**config.mk**
```make
export PLATFORM = sky130hd
export DESIGN_NAME = pipe_ctrl_flat
export DESIGN_NICKNAME = d
export VERILOG_FILES = /design/src/rtl/pipe_ctrl_if.sv /design/src/rtl/pipe_ctrl.sv /design/src/flat_wrapper.sv
export SDC_FILE = /design/constraint.sdc
export NUM_CORES = 1
export LEC_CHECK = 0
export ABC_CLOCK_PERIOD_IN_PS = 3800
export CAP_MARGIN = 20
export CORE_MARGIN = 4
export CORE_UTILIZATION = 48
export DETAILED_ROUTE_END_ITERATION = 8
export PLACE_DENSITY_LB_ADDON = 0.2
export SYNTH_ARGS = -nofsm -noshare
export SYNTH_HDL_FRONTEND = slang
export SYNTH_SLANG_ARGS = --single-unit
```
**constraint.sdc**
```tcl
create_clock -name clk -period 3.8 [get_ports clk]
set_input_delay 0.76 -clock clk [delete_from_list [all_inputs] [get_ports clk]]
set_output_delay 0.76 -clock clk [all_outputs]
set_load 0.05 [all_outputs]
```
**src/rtl/pipe_ctrl_if.sv**
```systemverilog
// Handshake/status bundle between the pipeline flow controller and the datapath.
interface pipe_ctrl_if;
    logic [31:0] d_active_reg;
    logic [4:0]  d_rd;
    logic        d_wb_en;
    logic        d_jmp;
    logic        mw_taken;
    logic [31:0] mw_target;
    logic        mw_fault;
    logic [31:0] pc;
    logic        fetch_en;
    logic        fd_valid;
    logic        dr_valid;
    logic        ra_valid;
    logic        am_valid;
    logic        mw_valid;
    logic        stalled;

    modport master (
        input  d_active_reg, d_rd, d_wb_en, d_jmp, mw_taken, mw_target, mw_fault,
        output pc, fetch_en, fd_valid, dr_valid, ra_valid, am_valid, mw_valid, stalled
    );

    modport slave (
        output d_active_reg, d_rd, d_wb_en, d_jmp, mw_taken, mw_target, mw_fault,
        input  pc, fetch_en, fd_valid, dr_valid, ra_valid, am_valid, mw_valid, stalled
    );
endinterface

```
**src/rtl/pipe_ctrl.sv**
```systemverilog
// Flow controller for the F/D/R/A/M/W pipeline: owns fetch PC, buffer valids, RAW scoreboard, jumps, fault recovery.
// Optional PIPE_CTRL_STATS_EN adds stall/jump/taken event counters.
module pipe_ctrl #(
    parameter logic [31:0] RESET_PC = 32'h0,
    parameter logic [31:0] FAULT_PC = 32'h0
) (
    input  logic        clk,
    input  logic        rst,
`ifdef PIPE_CTRL_STATS_EN
    output logic [31:0] stat_stall,
    output logic [31:0] stat_jump,
    output logic [31:0] stat_taken,
`endif
    pipe_ctrl_if.master bus
);

    typedef enum logic {
        ST_RUN      = 1'b0,
        ST_JMP_WAIT = 1'b1
    } state_t;

    typedef struct packed {
        logic       v;
        logic [4:0] rd;
        logic       wb;
        logic       jmp;
    } sb_t;

    state_t      state;
    logic [31:0] pc_q;
    logic        fd_q;
    sb_t         dr_q;
    sb_t         ra_q;
    sb_t         am_q;
    // MW never contributes to the pending mask, so only its valid and jump marker are kept.
    logic        mw_v_q;
    logic        mw_jmp_q;

    logic [31:0] pending;
    logic        hazard;
    logic        fault;
    logic        in_run;
    logic        jmp_issue;
    logic        jmp_resolve;
    logic        fetch;
    sb_t         fd_entry;

    always_comb begin
        pending = '0;
        if (dr_q.v && dr_q.wb && (dr_q.rd != 5'd0)) pending[dr_q.rd] = 1'b1;
        if (ra_q.v && ra_q.wb && (ra_q.rd != 5'd0)) pending[ra_q.rd] = 1'b1;
        if (am_q.v && am_q.wb && (am_q.rd != 5'd0)) pending[am_q.rd] = 1'b1;
        pending[0] = 1'b0;
    end

    always_comb begin
        fd_entry    = '{v: 1'b1, rd: bus.d_rd, wb: bus.d_wb_en, jmp: bus.d_jmp};
        fault       = mw_v_q && bus.mw_fault;
        hazard      = fd_q && ((bus.d_active_reg & pending & ~32'h1) != 32'h0);
        in_run      = (state == ST_RUN);
        jmp_issue   = !fault && in_run && !hazard && fd_q && bus.d_jmp;
        fetch       = !fault && in_run && !hazard && !(fd_q && bus.d_jmp);
        jmp_resolve = !fault && (state == ST_JMP_WAIT) && mw_v_q && mw_jmp_q;
    end

    always_ff @(posedge clk) begin
        if (rst) begin
            state    <= ST_RUN;
            pc_q     <= RESET_PC;
            fd_q     <= 1'b0;
            dr_q     <= '0;
            ra_q     <= '0;
            am_q     <= '0;
            mw_v_q   <= 1'b0;
            mw_jmp_q <= 1'b0;
        end else if (fault) begin
            state    <= ST_RUN;
            pc_q     <= FAULT_PC;
            fd_q     <= 1'b0;
            dr_q     <= '0;
            ra_q     <= '0;
            am_q     <= '0;
            mw_v_q   <= 1'b0;
            mw_jmp_q <= 1'b0;
        end else begin
            ra_q     <= dr_q;
            am_q     <= ra_q;
            mw_v_q   <= am_q.v;
            mw_jmp_q <= am_q.jmp;
            case (state)
                ST_RUN: begin
                    if (hazard) begin
                        dr_q <= '0;
                    end else if (fd_q && bus.d_jmp) begin
                        dr_q  <= fd_entry;
                        fd_q  <= 1'b0;
                        state <= ST_JMP_WAIT;
                    end else begin
                        pc_q <= pc_q + 32'd4;
                        fd_q <= 1'b1;
                        dr_q <= fd_q ? fd_entry : '0;
                    end
                end
                ST_JMP_WAIT: begin
                    dr_q <= '0;
                    fd_q <= 1'b0;
                    // pc already points past the jump, so not-taken simply resumes from it.
                    if (mw_v_q && mw_jmp_q) begin
                        if (bus.mw_taken) pc_q <= bus.mw_target;
                        state <= ST_RUN;
                    end
                end
                default: begin
                    state <= ST_RUN;
                    dr_q  <= '0;
                end
            endcase
        end
    end

`ifdef PIPE_CTRL_STATS_EN
    always_ff @(posedge clk) begin
        if (rst) begin
            stat_stall <= '0;
            stat_jump  <= '0;
            stat_taken <= '0;
        end else begin
            if (!fault && in_run && hazard) stat_stall <= stat_stall + 32'd1;
            if (jmp_issue)                  stat_jump  <= stat_jump + 32'd1;
            if (jmp_resolve && bus.mw_taken) stat_taken <= stat_taken + 32'd1;
        end
    end
`endif

    assign bus.pc       = pc_q;
    assign bus.fetch_en = fetch;
    assign bus.fd_valid = fd_q;
    assign bus.dr_valid = dr_q.v;
    assign bus.ra_valid = ra_q.v;
    assign bus.am_valid = am_q.v;
    assign bus.mw_valid = mw_v_q;
    assign bus.stalled  = hazard;

endmodule

```
**src/flat_wrapper.sv**
```systemverilog
// flat-port wrapper written by rule: the top's interface ports become plain ports
module pipe_ctrl_flat 
#(
    parameter logic [31:0] RESET_PC = 32'h0,
    parameter logic [31:0] FAULT_PC = 32'h0
)
  (clk, rst, bus_d_active_reg, bus_d_rd, bus_d_wb_en, bus_d_jmp, bus_mw_taken, bus_mw_target, bus_mw_fault, bus_pc, bus_fetch_en, bus_fd_valid, bus_dr_valid, bus_ra_valid, bus_am_valid, bus_mw_valid, bus_stalled);
  pipe_ctrl_if bus_i ();
  input  logic clk;
  input  logic rst;
  input wire logic [$bits(bus_i.d_active_reg)-1:0] bus_d_active_reg;
  input wire logic [$bits(bus_i.d_rd)-1:0] bus_d_rd;
  input wire logic [$bits(bus_i.d_wb_en)-1:0] bus_d_wb_en;
  input wire logic [$bits(bus_i.d_jmp)-1:0] bus_d_jmp;
  input wire logic [$bits(bus_i.mw_taken)-1:0] bus_mw_taken;
  input wire logic [$bits(bus_i.mw_target)-1:0] bus_mw_target;
  input wire logic [$bits(bus_i.mw_fault)-1:0] bus_mw_fault;
  output wire logic [$bits(bus_i.pc)-1:0] bus_pc;
  output wire logic [$bits(bus_i.fetch_en)-1:0] bus_fetch_en;
  output wire logic [$bits(bus_i.fd_valid)-1:0] bus_fd_valid;
  output wire logic [$bits(bus_i.dr_valid)-1:0] bus_dr_valid;
  output wire logic [$bits(bus_i.ra_valid)-1:0] bus_ra_valid;
  output wire logic [$bits(bus_i.am_valid)-1:0] bus_am_valid;
  output wire logic [$bits(bus_i.mw_valid)-1:0] bus_mw_valid;
  output wire logic [$bits(bus_i.stalled)-1:0] bus_stalled;
  assign bus_i.d_active_reg = bus_d_active_reg;
  assign bus_i.d_rd = bus_d_rd;
  assign bus_i.d_wb_en = bus_d_wb_en;
  assign bus_i.d_jmp = bus_d_jmp;
  assign bus_i.mw_taken = bus_mw_taken;
  assign bus_i.mw_target = bus_mw_target;
  assign bus_i.mw_fault = bus_mw_fault;
  assign bus_pc = bus_i.pc;
  assign bus_fetch_en = bus_i.fetch_en;
  assign bus_fd_valid = bus_i.fd_valid;
  assign bus_dr_valid = bus_i.dr_valid;
  assign bus_ra_valid = bus_i.ra_valid;
  assign bus_am_valid = bus_i.am_valid;
  assign bus_mw_valid = bus_i.mw_valid;
  assign bus_stalled = bus_i.stalled;
  pipe_ctrl #(.RESET_PC(RESET_PC), .FAULT_PC(FAULT_PC)) u_core (.clk(clk), .rst(rst), .bus(bus_i));
endmodule
```
---- After elaboration in Yosys (flattened, before gate mapping) ----
Index checks and enable logic that the tools add are counted.
storage, ports and cells
  register bits after elaboration ......... 60
  bits of input ports ..................... 75
  output and inout bits ................... 39
  logic and storage cells ................. 82
cells by class
  $add $sub $neg .......................... 1
  magnitude comparators ................... 6
  equality and inequality tests ........... 4
  multiplexer cells ....................... 25
  bitwise gates (word level) .............. 4
  reductions and logical operators ........ 25
operator list
  kind                   number
  $mux 32                7
  $or 32x32->32          2
  $pmux 32 s2            1
  $add 32x3->32 const B  1
  $and 32x32->32         1
  $reduce_bool 32->1     1
  $mux 8                 3
  $lt 5x6->1 const B     3
  $logic_and 1x1->1      16
  $pmux 8 s2             1
  $demux 1 s5            3
  $ge 5x1->1 const B     3
  $reduce_bool 5->1      3
  $mux 1                 8
  $ne 2x2->1 const B     4
  $pmux 1 s2             2
  $reduce_and 4->1       1
  $logic_not 1->1        3
  $reduce_or 2->1        1
  $not 1->1              1

---- Longest topological paths before layout ----
  word-level depth ........................ 15
  gate-level depth with buffers ........... 10
  depth with buffers taken out ............ 9

---- Least setup slack after synthesis ----
Ideal clock, no wire load.
  kind .................................... register -> output
  from .................................... register u_core.ra_q (netlist bit u_core.bus.ra_valid)
  to ...................................... output bus_fetch_en
  arrival time ............................ 3.166 ns
  data required time ...................... 3.040 ns
  slack ................................... -0.126 ns
  cell stages (with the launch flop) ...... 10
  path buffers ............................ 2
  path through ............................ dfxtp_1 -> nand3_2 -> buf_2 -> o32ai_1 -> a22oi_1 -> nand4_1 -> nor4_4 -> a21boi_2 -> buf_2 -> a211oi_1
on the way
  word-level cells in the longest chain between the ends .. 11
RTL lines
  element                            RTL line            source
  from (decl)                        pipe_ctrl.sv:33     sb_t ra_q;
  from (signal assigned)             pipe_ctrl.sv:86     ra_q <= dr_q;
  $logic_and 1x1->1 * (2 in series)  pipe_ctrl.sv:51     if (ra_q.v && ra_q.wb && (ra_q.rd != 5'd0)) pending[ra_q.rd] = 1'b1;
  $mux 32 *                          pipe_ctrl.sv:51
  $or 32x32->32 (no source line)     --
  $mux 32 *                          pipe_ctrl.sv:52     if (am_q.v && am_q.wb && (am_q.rd != 5'd0)) pending[am_q.rd] = 1'b1;
  $and 32x32->32 *                   pipe_ctrl.sv:59     hazard = fd_q && ((bus.d_active_reg & pending & ~32'h1) != 32'h0);
  $reduce_bool 32->1 *               pipe_ctrl.sv:59
  $logic_and 1x1->1 *                pipe_ctrl.sv:59
  $logic_not 1->1 *                  --
  $logic_and 1x1->1 *                --
  $logic_and 1x1->1 *                pipe_ctrl.sv:62     fetch = !fault && in_run && !hazard && !(fd_q && bus.d_jmp);
  to (decl)                          flat_wrapper.sv:19  output wire logic [$bits(bus_i.fetch_en)-1:0] bus_fetch_en;
Mark *: on every way between the ends. The rest lies on a longest branch, timed or not.

---- Worst setup path after layout ----
  from .................................... register u_core.dr_q (netlist bit u_core.bus.dr_valid)
  to ...................................... output bus_fetch_en
on the way
  word-level cells in the longest chain between the ends .. 13
RTL lines
  element                            RTL line          source
  from (decl)                        pipe_ctrl.sv:32   sb_t dr_q;
  from (signal assigned)             pipe_ctrl.sv:95   dr_q <= fd_entry;
  from (signal assigned)             pipe_ctrl.sv:101  dr_q <= fd_q ? fd_entry : '0;
  $logic_and 1x1->1 * (2 in series)  pipe_ctrl.sv:50   if (dr_q.v && dr_q.wb && (dr_q.rd != 5'd0)) pending[dr_q.rd] = 1'b1;
  $mux 32 *                          pipe_ctrl.sv:50
  $or 32x32->32 (no source line)     --
  $mux 32 *                          pipe_ctrl.sv:51
  $or 32x32->32 (no source line)     --
  $mux 32 *                          pipe_ctrl.sv:52
  $and 32x32->32 *                   pipe_ctrl.sv:59
  $reduce_bool 32->1 *               pipe_ctrl.sv:59
  $logic_and 1x1->1 *                pipe_ctrl.sv:59
  $logic_not 1->1 *                  --
  $logic_and 1x1->1 *                --
  $logic_and 1x1->1 *                pipe_ctrl.sv:62
Marks and branches as above.

==> results.toml <==
[outcome]
outcome = "completed"

[synth]
async_reset_ff_share_pct = 0
syn_area_per_cell_um2 = 7.68
synth_top_area_share_pct = 30.2
ys.flop_type = "dfxtp_1"
ys_ff_latch = 60
seq_area_frac_synth_pct = 30.2
ys_warn_count = 0
synth_area_leaders = "dfxtp_1 30%, o22ai_1 4.2%, nand2_1 4.2%"
mappedNetlistNets = 594
synth_cells = 518
synth-edff-count = 0
synth_cell_types = 74
yosysMostFrequentCell = "dfxtp_1"
synth_top_area_cell = "dfxtp_1"
netlist_top_cells_count = "60 x dfxtp_1, 44 x nand2_1, 31 x nor3_1"
syn_area_um2 = 3980

[sta]
maxSlewHeadroom_pct = 43.3
rsz0062_at_grt = "no"
whs_ns = 0.427
finalSetupViolCount = 0
timing.setup.tns_ns = 0
fin_skew_ns = 0.0155
layout_setup_ws_ns = 0.181
min_period_over_period_pct = 95.2
finalHoldViolCount = 0
worst_pin_slew_ns = 0.851
fmax_mhz = 276
fin_crit_ns = 3.62
slew_violations = 0

[grt]
grt_pass1_wl_um = 22300
grtUsageMet1_pct = 40.3
top_usage_layer = "met2"
met2_usage_pct = 41.0
antenna_found_initial = 0
overflow = 0
gr-usage-met3_pct = 6.30
grt_max_degree = 39
grt_use_total_pct = 27.8
grt_pass1_vias = 4356

[cells_and_area]
instances_no_fill = 721
layout.nets = 690
fin_util_pct = 67.7
final_layout_size_suffix_gt1_share_pct = 8.24
final_area_um2 = 5340
syn_to_final_growth_pct = 34.3
diodes = 0

[detailed_routing]
ant_nets = 0
wl_per_cell_um = 19.4
totalWireLength_um = 14000
detailedRoute.firstIterationViolations = 446
vias = 4636
viasPerCell = 6.43
drt_drc_violations_left = 0
first_pass_iters = 5

[power]
p_int_mw = 1.11
leakagePower_nw = 1.76
p_sw_mw = 0.486
peakVddDrop_mv = 0.290
power_frac_comb_pct = 19.6
powerDensity_nw_per_um2 = 298
pwr-share-clk_pct = 36.8
finalPower_mw = 1.59
p_sw_share_pct = 30.5
seqPwrFrac_pct = 43.7

[clock_network]
cts_tree = "done"
post_cts_buffers = 0
htree_levels = 3
cts.path.max_buffers = 2
clock_sinks = 60
hold_buffers = 0
clk_latency_ns = 0.34
clkTransAtPathRegs_ns = 0.08
cts_buffers = 9
clock-root-buffer = "clkbuf_8"
cts.repair.resized = 0

[critical_path]
crit_type = "register to output port"
path_max_fanout = 8
critPathArrivalTime_ns = 2.86
reg2reg_setup_slack_ns = 0.62
path_cells = "nand4b_1 > o22ai_1 > o21ai_0 > nand4_1 > nor4_4 > a21boi_2 > a211oi_2 > buf_12"
cp-end-kind = "output port"
cp_data_required_time_ns = 3.04
slowest_delay_ns = 0.45
worst_path_max_delay_cell = "nand4b_1"
start_kind = "register"

[floorplanning]
die_x_um = 99.0
chipHeight_um = 99.0
dieArea_um2 = 9800
core_um2 = 7890
start_util_pct = 50.4
rows = 32
io_pins = 114

[placed_design]
portBuffers = 112
gp_congestion = 0.983
placed_area_um2 = 5140
dp_cells = 705
place_ws_ns = 0.283
hpwl_um = 9940

[run]
drv_cap = 0

[hold_path]
hold_path_class = "register to register"
[registers in the layout, indices dropped and copies added (netlist names)]
name and flops:
u_core.bus.pc 32, u_core.bus.am_valid 1, u_core.bus.ra_valid 1, u_core.mw_jmp_q 1, u_core.am_q 7, u_core.dr_q 7
u_core.bus.fd_valid 1, u_core.bus.mw_valid 1, u_core.state 1, u_core.bus.dr_valid 1, u_core.ra_q 7
[cell usage in the layout, fill, tap and decap left out, types with 5 or more instances in the layout]
master           instances
a211oi_1                 6
a21oi_1                 11
a22oi_1                  5
a31oi_1                  7
and2_1                  24
buf_4                   12
clkbuf_8                 9
clkdlybuf4s50_1        110
dfxtp_1                 59
inv_1                   22
nand2_1                 44
nand2b_1                 7
nand3_1                 17
nand3b_1                 9
nand4_1                 13
nand4b_1                 5
nor2_1                  30
nor3_1                  31
nor4_1                  14
o21ai_0                 30
o21ai_1                 14
o22ai_1                 27
o31a_1                   7
o32ai_1                  7
or3_1                    5
[area by class of cell]
cell class | instances | area [um2]
Clock buffer | 9 | 124
Multi-Input combinational cell | 398 | 2520
Inverter | 22 | 82.6
Clock inverter | 7 | 75.1
Fill cell | 666 | 2550
Sequential cell | 60 | 1200
Timing Repair Buffer | 123 | 1210
Tap cell | 102 | 128
[per-layer routing]
metal	share of wire [%]	up-vias
li1	-	2176
met1	44	2159
met2	44	276
met3	10	25
met4	1.8	0
met5	0	-
[worst paths after layout]
| path | cells after the start | from | endpoint |
|---|---|---|---|
| worst min register to register | 1 | u_core.dr_q[0]$_SDFF_PP0_ | u_core.ra_q[0]$_SDFF_PP0_ |
| worst max register to register | 9 | u_core.ra_q[6]$_SDFF_PP0_ | u_core.bus.pc[29]$_SDFFE_PP0P_ |
| worst max-delay path | 8 | u_core.bus.dr_valid$_SDFF_PP0_ | bus_fetch_en |
| worst min-delay path | 1 | u_core.dr_q[0]$_SDFF_PP0_ | u_core.ra_q[0]$_SDFF_PP0_ |
[worst max-delay path, delay by kind of cell, from the launching register on]
kind,cells,cell delay (ns)
AOI/OAI and AO/OA,4,0.87
buffers and inverters,1,0.18
DFF,1,0.37
and+or+nand+nor,3,1.10
[power groups by stage]
stage | registers [mW] | logic (mW) | clock network, mW
after detailed placement | 0.709 | 0.308 | 0
after global routing | 0.700 | 0.331 | 0.622
after CTS | 0.694 | 0.310 | 0.594
after global placement | 0.707 | 0.304 | 0
after floorplan | 0.743 | 0.121 | 0
final | 0.695 | 0.312 | 0.585
[cell families (layout without fill, tap and decap cells)]
| group | after synthesis | in the layout | share of synthesized area [%] |
|---|---|---|---|
| AO/OA/AOI/OAI | 159 | 159 | 27.5 |
| adder cells (fa/ha/maj) | 1 | 1 | 0.315 |
| buffers and inverters | 60 | 161 | 6.70 |
| flip-flops | 60 | 60 | 30.2 |
| multiplexers | 3 | 3 | 0.787 |
| AND/OR/NAND/NOR | 235 | 235 | 34.5 |
Power figures use the tool's default switching activity.
